--- config.mk ---
export PLATFORM = sky130hd
export DESIGN_NAME = legv8_multicycle_ctrl
export DESIGN_NICKNAME = d
export VERILOG_FILES = /design/src/rtl/legv8_multicycle_ctrl.sv
export SDC_FILE = /design/constraint.sdc
export NUM_CORES = 1
export LEC_CHECK = 0
export ABC_AREA = 1
export BUFFER_PORTS_ARGS = -buffer_cell sky130_fd_sc_hd__buf_2
export CORE_MARGIN = 2
export CORE_UTILIZATION = 45
export DETAILED_ROUTE_END_ITERATION = 7
export PLACE_DENSITY = 0.68
export REMOVE_ABC_BUFFERS = 1
export SLEW_MARGIN = 20
export SYNTH_ARGS = -nofsm -noshare
export SYNTH_HDL_FRONTEND = slang
export SYNTH_SLANG_ARGS = --single-unit
--- constraint.sdc ---
create_clock -name i_clk -period 1.9 [get_ports i_clk]
set_clock_uncertainty 0.1 [all_clocks]
set_input_delay 0.095 -clock i_clk [delete_from_list [all_inputs] [get_ports i_clk]]
set_output_delay 0.095 -clock i_clk [all_outputs]
set_load 0.01 [all_outputs]
--- src/rtl/legv8_multicycle_ctrl.sv ---
// Multi-cycle LEGv8 control FSM: FETCH/DECODE/EXEC/MEM/WB sequencing, NZ flags, branch resolve.
// Latency: R/I 4 cycles, LD 5+waits, ST 4+waits, branches 3; outputs combinational from state/class.
// Backpressure: MEM holds its request until i_memAck; MEM_TIMEOUT cycles without ack halt with o_busErr.
module legv8_multicycle_ctrl #(
  parameter int unsigned MEM_TIMEOUT = 16
) (
  input  logic        i_clk,
  input  logic        i_rst_n,
  input  logic [10:0] i_opCode,
  input  logic [3:0]  i_bCond,
  input  logic        i_Z,
  input  logic        i_N,
  input  logic        i_memAck,
  output logic        o_irWr,
  output logic        o_pcWr,
  output logic [1:0]  o_PCSrc,
  output logic        o_reg2Sel,
  output logic        o_rfWr,
  output logic [1:0]  o_SEU,
  output logic        o_ALUSrcB,
  output logic [3:0]  o_ALUOp,
  output logic        o_memRd,
  output logic        o_memWr,
  output logic [1:0]  o_wrDataSel,
  output logic [2:0]  o_state,
  output logic        o_instRet,
  output logic        o_illegal,
  output logic        o_busErr
);

  localparam int          CW       = (MEM_TIMEOUT > 1) ? $clog2(MEM_TIMEOUT) : 1;
  localparam int unsigned TMO_LAST = (MEM_TIMEOUT == 0) ? 0 : MEM_TIMEOUT - 1;

  typedef enum logic [2:0] {
    S_FETCH  = 3'd0,
    S_DECODE = 3'd1,
    S_EXEC   = 3'd2,
    S_MEM    = 3'd3,
    S_WB     = 3'd4,
    S_HALT   = 3'd7
  } state_t;

  typedef enum logic [4:0] {
    C_ADD, C_SUB, C_AND, C_ORR, C_LSL, C_LSR, C_ADDS, C_SUBS,
    C_ADDI, C_SUBI, C_SUBIS, C_LD, C_ST, C_B, C_BL, C_BCOND,
    C_CBZ, C_CBNZ, C_BR, C_BAD
  } cls_t;

  state_t          r_state, nxt_state;
  cls_t            r_cls, dec_cls;
  logic            r_Z, r_N;
  logic [CW-1:0]   r_cnt;
  logic            r_illegal, r_busErr;

  logic            irWr, pcWr, reg2Sel, rfWr, aluSrcB, memRd, memWr, instRet;
  logic [1:0]      pcSrc, seu, wrDataSel;
  logic [3:0]      aluOp;

  logic [3:0]      ri_op;
  logic            ri_imm, ri_cls, ri_flags;
  logic            cond_ok, tmo_hit;

  // Branch/immediate formats are matched on their short opcode prefixes first.
  always_comb begin
    dec_cls = C_BAD;
    if (i_opCode[10:5] == 6'b000101)             dec_cls = C_B;
    else if (i_opCode[10:5] == 6'b100101)        dec_cls = C_BL;
    else if (i_opCode[10:3] == 8'b01010100)      dec_cls = C_BCOND;
    else if (i_opCode[10:3] == 8'b10110100)      dec_cls = C_CBZ;
    else if (i_opCode[10:3] == 8'b10110101)      dec_cls = C_CBNZ;
    else if (i_opCode[10:1] == 10'b1001000100)   dec_cls = C_ADDI;
    else if (i_opCode[10:1] == 10'b1101000100)   dec_cls = C_SUBI;
    else if (i_opCode[10:1] == 10'b1111000100)   dec_cls = C_SUBIS;
    else begin
      case (i_opCode)
        11'b10001011000: dec_cls = C_ADD;
        11'b11001011000: dec_cls = C_SUB;
        11'b10001010000: dec_cls = C_AND;
        11'b10101010000: dec_cls = C_ORR;
        11'b11010011011: dec_cls = C_LSL;
        11'b11010011010: dec_cls = C_LSR;
        11'b10101011000: dec_cls = C_ADDS;
        11'b11101011000: dec_cls = C_SUBS;
        11'b11111000010: dec_cls = C_LD;
        11'b11111000000: dec_cls = C_ST;
        11'b11010110000: dec_cls = C_BR;
        default:         dec_cls = C_BAD;
      endcase
    end
  end

  always_comb begin
    ri_op    = 4'd0;
    ri_imm   = 1'b0;
    ri_cls   = 1'b1;
    ri_flags = 1'b0;
    case (r_cls)
      C_ADD:   ri_op = 4'd0;
      C_SUB:   ri_op = 4'd1;
      C_AND:   ri_op = 4'd2;
      C_ORR:   ri_op = 4'd3;
      C_LSL:   ri_op = 4'd6;
      C_LSR:   ri_op = 4'd7;
      C_ADDS:  ri_flags = 1'b1;
      C_SUBS:  begin ri_op = 4'd1; ri_flags = 1'b1; end
      C_ADDI:  ri_imm = 1'b1;
      C_SUBI:  begin ri_op = 4'd1; ri_imm = 1'b1; end
      C_SUBIS: begin ri_op = 4'd1; ri_imm = 1'b1; ri_flags = 1'b1; end
      default: ri_cls = 1'b0;
    endcase
  end

  always_comb begin
    case (i_bCond)
      4'b0000: cond_ok = r_Z;
      4'b0001: cond_ok = !r_Z;
      4'b1010: cond_ok = !r_N;
      4'b1011: cond_ok = r_N;
      4'b1100: cond_ok = !r_Z && !r_N;
      4'b1101: cond_ok = r_Z || r_N;
      4'b1110: cond_ok = 1'b1;
      default: cond_ok = 1'b0;
    endcase
  end

  assign tmo_hit = (MEM_TIMEOUT != 0) && (32'(r_cnt) == TMO_LAST);

  always_comb begin
    nxt_state = r_state;
    irWr      = 1'b0;
    pcWr      = 1'b0;
    pcSrc     = 2'd0;
    reg2Sel   = 1'b0;
    rfWr      = 1'b0;
    seu       = 2'd0;
    aluSrcB   = 1'b0;
    aluOp     = 4'd0;
    memRd     = 1'b0;
    memWr     = 1'b0;
    wrDataSel = 2'd0;
    instRet   = 1'b0;
    case (r_state)
      S_FETCH: begin
        irWr      = 1'b1;
        pcWr      = 1'b1;
        nxt_state = S_DECODE;
      end
      S_DECODE: nxt_state = (dec_cls == C_BAD) ? S_HALT : S_EXEC;
      S_EXEC: begin
        nxt_state = S_FETCH;
        if (ri_cls) begin
          aluOp     = ri_op;
          aluSrcB   = ri_imm;
          nxt_state = S_WB;
        end else begin
          case (r_cls)
            C_LD, C_ST: begin
              aluSrcB   = 1'b1;
              seu       = 2'd1;
              reg2Sel   = (r_cls == C_ST);
              nxt_state = S_MEM;
            end
            C_B, C_BL: begin
              seu     = 2'd2;
              pcWr    = 1'b1;
              pcSrc   = 2'd1;
              instRet = 1'b1;
              if (r_cls == C_BL) begin
                rfWr      = 1'b1;
                wrDataSel = 2'd2;
              end
            end
            C_CBZ, C_CBNZ: begin
              reg2Sel = 1'b1;
              aluOp   = 4'd8;
              seu     = 2'd3;
              instRet = 1'b1;
              if ((r_cls == C_CBZ) == i_Z) begin
                pcWr  = 1'b1;
                pcSrc = 2'd1;
              end
            end
            C_BCOND: begin
              seu     = 2'd3;
              instRet = 1'b1;
              if (cond_ok) begin
                pcWr  = 1'b1;
                pcSrc = 2'd1;
              end
            end
            C_BR: begin
              reg2Sel = 1'b1;
              pcSrc   = 2'd2;
              pcWr    = 1'b1;
              instRet = 1'b1;
            end
            default: nxt_state = S_HALT;
          endcase
        end
      end
      S_MEM: begin
        if (r_cls == C_ST) begin
          memWr   = 1'b1;
          reg2Sel = 1'b1;
        end else begin
          memRd   = 1'b1;
          aluSrcB = 1'b1;
          seu     = 2'd1;
        end
        if (i_memAck) begin
          nxt_state = (r_cls == C_ST) ? S_FETCH : S_WB;
          instRet   = (r_cls == C_ST);
        end else if (tmo_hit) begin
          nxt_state = S_HALT;
        end
      end
      S_WB: begin
        rfWr      = 1'b1;
        instRet   = 1'b1;
        nxt_state = S_FETCH;
        if (r_cls != C_LD) begin
          wrDataSel = 2'd1;
          aluOp     = ri_op;
          aluSrcB   = ri_imm;
        end
      end
      S_HALT:  nxt_state = S_HALT;
      default: nxt_state = S_HALT;
    endcase
  end

  always_ff @(posedge i_clk or negedge i_rst_n) begin
    if (!i_rst_n) begin
      r_state   <= S_FETCH;
      r_cls     <= C_ADD;
      r_Z       <= 1'b0;
      r_N       <= 1'b0;
      r_cnt     <= '0;
      r_illegal <= 1'b0;
      r_busErr  <= 1'b0;
    end else begin
      r_state <= nxt_state;
      if (r_state == S_DECODE) begin
        r_cls <= dec_cls;
        if (dec_cls == C_BAD) r_illegal <= 1'b1;
      end
      if (r_state == S_EXEC && ri_cls && ri_flags) begin
        r_Z <= i_Z;
        r_N <= i_N;
      end
      // Counter only runs while we stay in MEM; any exit clears it.
      if (r_state == S_MEM && nxt_state == S_MEM) r_cnt <= r_cnt + CW'(1);
      else                                        r_cnt <= '0;
      if (r_state == S_MEM && nxt_state == S_HALT) r_busErr <= 1'b1;
    end
  end

  // Reset forces every output low without waiting for a clock edge.
  assign o_irWr      = i_rst_n & irWr;
  assign o_pcWr      = i_rst_n & pcWr;
  assign o_PCSrc     = {2{i_rst_n}} & pcSrc;
  assign o_reg2Sel   = i_rst_n & reg2Sel;
  assign o_rfWr      = i_rst_n & rfWr;
  assign o_SEU       = {2{i_rst_n}} & seu;
  assign o_ALUSrcB   = i_rst_n & aluSrcB;
  assign o_ALUOp     = {4{i_rst_n}} & aluOp;
  assign o_memRd     = i_rst_n & memRd;
  assign o_memWr     = i_rst_n & memWr;
  assign o_wrDataSel = {2{i_rst_n}} & wrDataSel;
  assign o_state     = {3{i_rst_n}} & r_state;
  assign o_instRet   = i_rst_n & instRet;
  assign o_illegal   = i_rst_n & r_illegal;
  assign o_busErr    = i_rst_n & r_busErr;

endmodule

==> results.toml <==
[sta]
finalHoldViolCount = 0
rsz0062_at_grt = "true"
max_slew_margin_pct = 71.2
min_period_ns = 1.89
tightest_slew_ns = 0.428
slew_violations = 0
fmax_mhz = 529
hold_ws_ns = 0.00687
fin_crit_sh_pct = 99.4
setup_violations = 0

[route]
met1Wirelength_um = 2070
drc = 0
antenna_left = 0
first_pass_iters = 4
drt-total-wl_um = 4850
routed_via_density = 5.11
wl_per_cell_um = 11.7
vias = 2109
wl_met2_um = 2470
drtIter0Drc = 100
highest_layer = "met4"
wl_met3_um = 241

[logic_synthesis]
ys_top_cells_by_area = "dfrtp_1 (23%), nor2_1 (13%), nand2_1 (13%), inv_1 (10%), nand3_1 (8.2%)"
synth_cell_type_count = 36
ys_seq_elements = 16
synth_top_area_share_pct = 22.6
ys_seq_area_share_pct = 22.6
synth.largest_area_cell = "dfrtp_1"
yosys_warnings = 0
netlist_area_um2 = 1770
syn-instance-count = 302
syn_avg_cell_area_um2 = 5.87

[global_routing]
gr-total-overflow = 0
antenna_found_initial = 0
grt_pass1_wl_um = 7550
grt_pass1_vias = 1847
grt_usage_pct = 21.7
grt_max_degree = 24

[run_status]
status = "completed"

[power]
vdd_drop_max_mv = 0.237
p_leak_nw = 1.26
power.density_nw_per_um2 = 318

[layout]
nets = 387
antennaDiodeCount = 0
ff_latch_area_um2 = 409
area_delta_synth_final_pct = 36.6
final_cell_mix = "nand2_1 (54), nor2_1 (50), buf_2 (42)"
nFillCells = 353
utilization_pct = 65.2
drive_gt1_share_pct = 40.5
multi_input_area_um2 = 1310
layout_commonest_cell = "nand2_1"

[floorplanning]
die_area_um2 = 4460
start_util_pct = 47.7
core_um2 = 3720
fp.dieH_um = 66.8
fp.dieW_um = 66.8
num_rows = 22
ioPinCount = 43

[setup_path]
timing.rr.end = "r_cnt[3]"
slowest_delay_ns = 0.47
end_kind = "output pin"
rr_worst_depth = 9
cp_cell_sequence = "nor3_4 > inv_2 > o22ai_2 > nand2_1 > nand2_2 > nand3_2 > a21oi_2 > buf_2"
crit_type = "flip-flop to output pin"
slowest_stage = "dfrtp_2"
worstPathRequired_ns = 1.70
cp_data_arrival_time_ns = 1.69
r2r_setup_slack_ns = 0.13
crit_path_start_kind = "flip-flop"
path_max_fanout = 6
r2r-start = "r_state[2]"

[clock_network]
numCtsBuffers = 3
root_buffer = "clkbuf_8"
cts_tree = "yes"
clock-sinks = 16
cts_buffer_depth = 2
cts.clk_slew.worst_paths_ns = 0.06
worst_skew_pair.late_latency_ns = 0.25
htreeDepth = 1

[place]
post-dp-hpwl_um = 3600
portBuffers = 42
globalplace.congestion = 0.905

[hold_path]
whs_path_depth = 3
whs_endpoint = "r_N"
hp-class = "input port to flip-flop"
worstHoldStart = "i_N"

[job]
maxCapViolCount = 0
==> layer usage <==
| layer | track usage, % | vias up |
|---|---|---|
| li1 | - | 1085 |
| met1 | 27.1 | 947 |
| met4 | 7.14 | 0 |
| met3 | 2.36 | 8 |
| met2 | 38.5 | 69 |
| met5 | 0 | - |
==> sequential cells by signal, indices dropped and copies added, names as in the netlist <==
signal and flops:
r_cls 5, r_cnt 4, r_state 3, r_N 1, r_Z 1, r_busErr 1
r_illegal 1
==> critical path, delay by kind of cell (launching register included) <==
| family | cells | cell delay [ns] |
|---|---|---|
| AOI/OAI and AO/OA | 2 | 0.25 |
| buffers and inverters | 2 | 0.22 |
| DFF | 1 | 0.47 |
| and+or+nand+nor | 4 | 0.50 |
==> cells by family (layout without fill, tap and decap cells) <==
group	count (synthesis)	count (layout)	share of synthesized area, %
buffers and inverters	61	124	13.4
AND/OR/NAND/NOR	189	189	50.2
XOR/XNOR	3	3	1.48
AO/OA/AOI/OAI	32	32	11.6
flip-flops	16	16	22.6
adder cells (fa/ha/maj)	1	1	0.706
==> worst max path at each step <==
stage,to,depth (start not counted),start,slack (ns)
2_1_floorplan,r_cnt[2],8,r_state[2],0.23
3_3_place_gp,o_ALUSrcB,9,r_cls[3],0.05
3_5_place_dp,r_cnt[3],8,r_state[2],0.05
4_1_cts,o_instRet,8,r_cls[3],-0.008
5_1_grt,o_ALUSrcB,8,r_cls[4],-0.09
6_report,o_ALUSrcB,8,r_cls[4],0.01
==> cells in the mapped netlist, drive strengths merged <==
cell / count
buf: 2
a211oi: 1
o21ai: 10
inv: 56
ha: 1
dfrtp: 16
nor2: 72
a21oi: 12
nand2: 65
and3: 2
o31ai: 1
a31oi: 1
nand3: 34
o221a: 1
a221oi: 1
clkinv: 1
nor4: 1
xor2: 2
xnor2: 1
o221ai: 1
nor3: 12
o41ai: 1
clkbuf: 2
o22ai: 2
nand4: 2
a41oi: 1
nor3b: 1
==> final cells by class <==
cell class / count / area share (%)
Timing Repair Buffer: 63 / 15.5
Tap cell: 48 / 2.48
Sequential cell: 16 / 16.9
Inverter: 57 / 8.84
Clock buffer: 4 / 2.27
Multi-Input combinational cell: 225 / 54.1
==> stage by stage <==
step	power [W]	setup TNS, ns	cells	worst slack [ns]	area, um^2
2_1_floorplan	0.000411	0	298	0.234	1750
3_3_place_gp	0.000466	0	395	0.0481	2070
3_5_place_dp	0.000467	0	395	0.0548	2070
4_1_cts	0.000774	-0.00847	406	-0.00847	2210
5_1_grt	0.000810	-0.608	413	-0.0933	2420
6_report	0.000771	0	413	0.0114	2420
==> where the power goes <==
part	switching [W]	total, W	internal (W)
combinational	0.0000826	0.000125	0.0000428
sequential	0.00000215	0.000344	0.000342
clock	0.000117	0.000301	0.000184
==> repair_timing <==
item | in CTS | in global routing
setup endpoints to repair | 9 | 14
buffers inserted | 6 | 7
gates resized for setup | 11 | 52
pin swaps | 2 | 10
hold endpoints to repair | 16 | 0
hold buffers | 1 | 0
(Power assumes the default switching activity.)
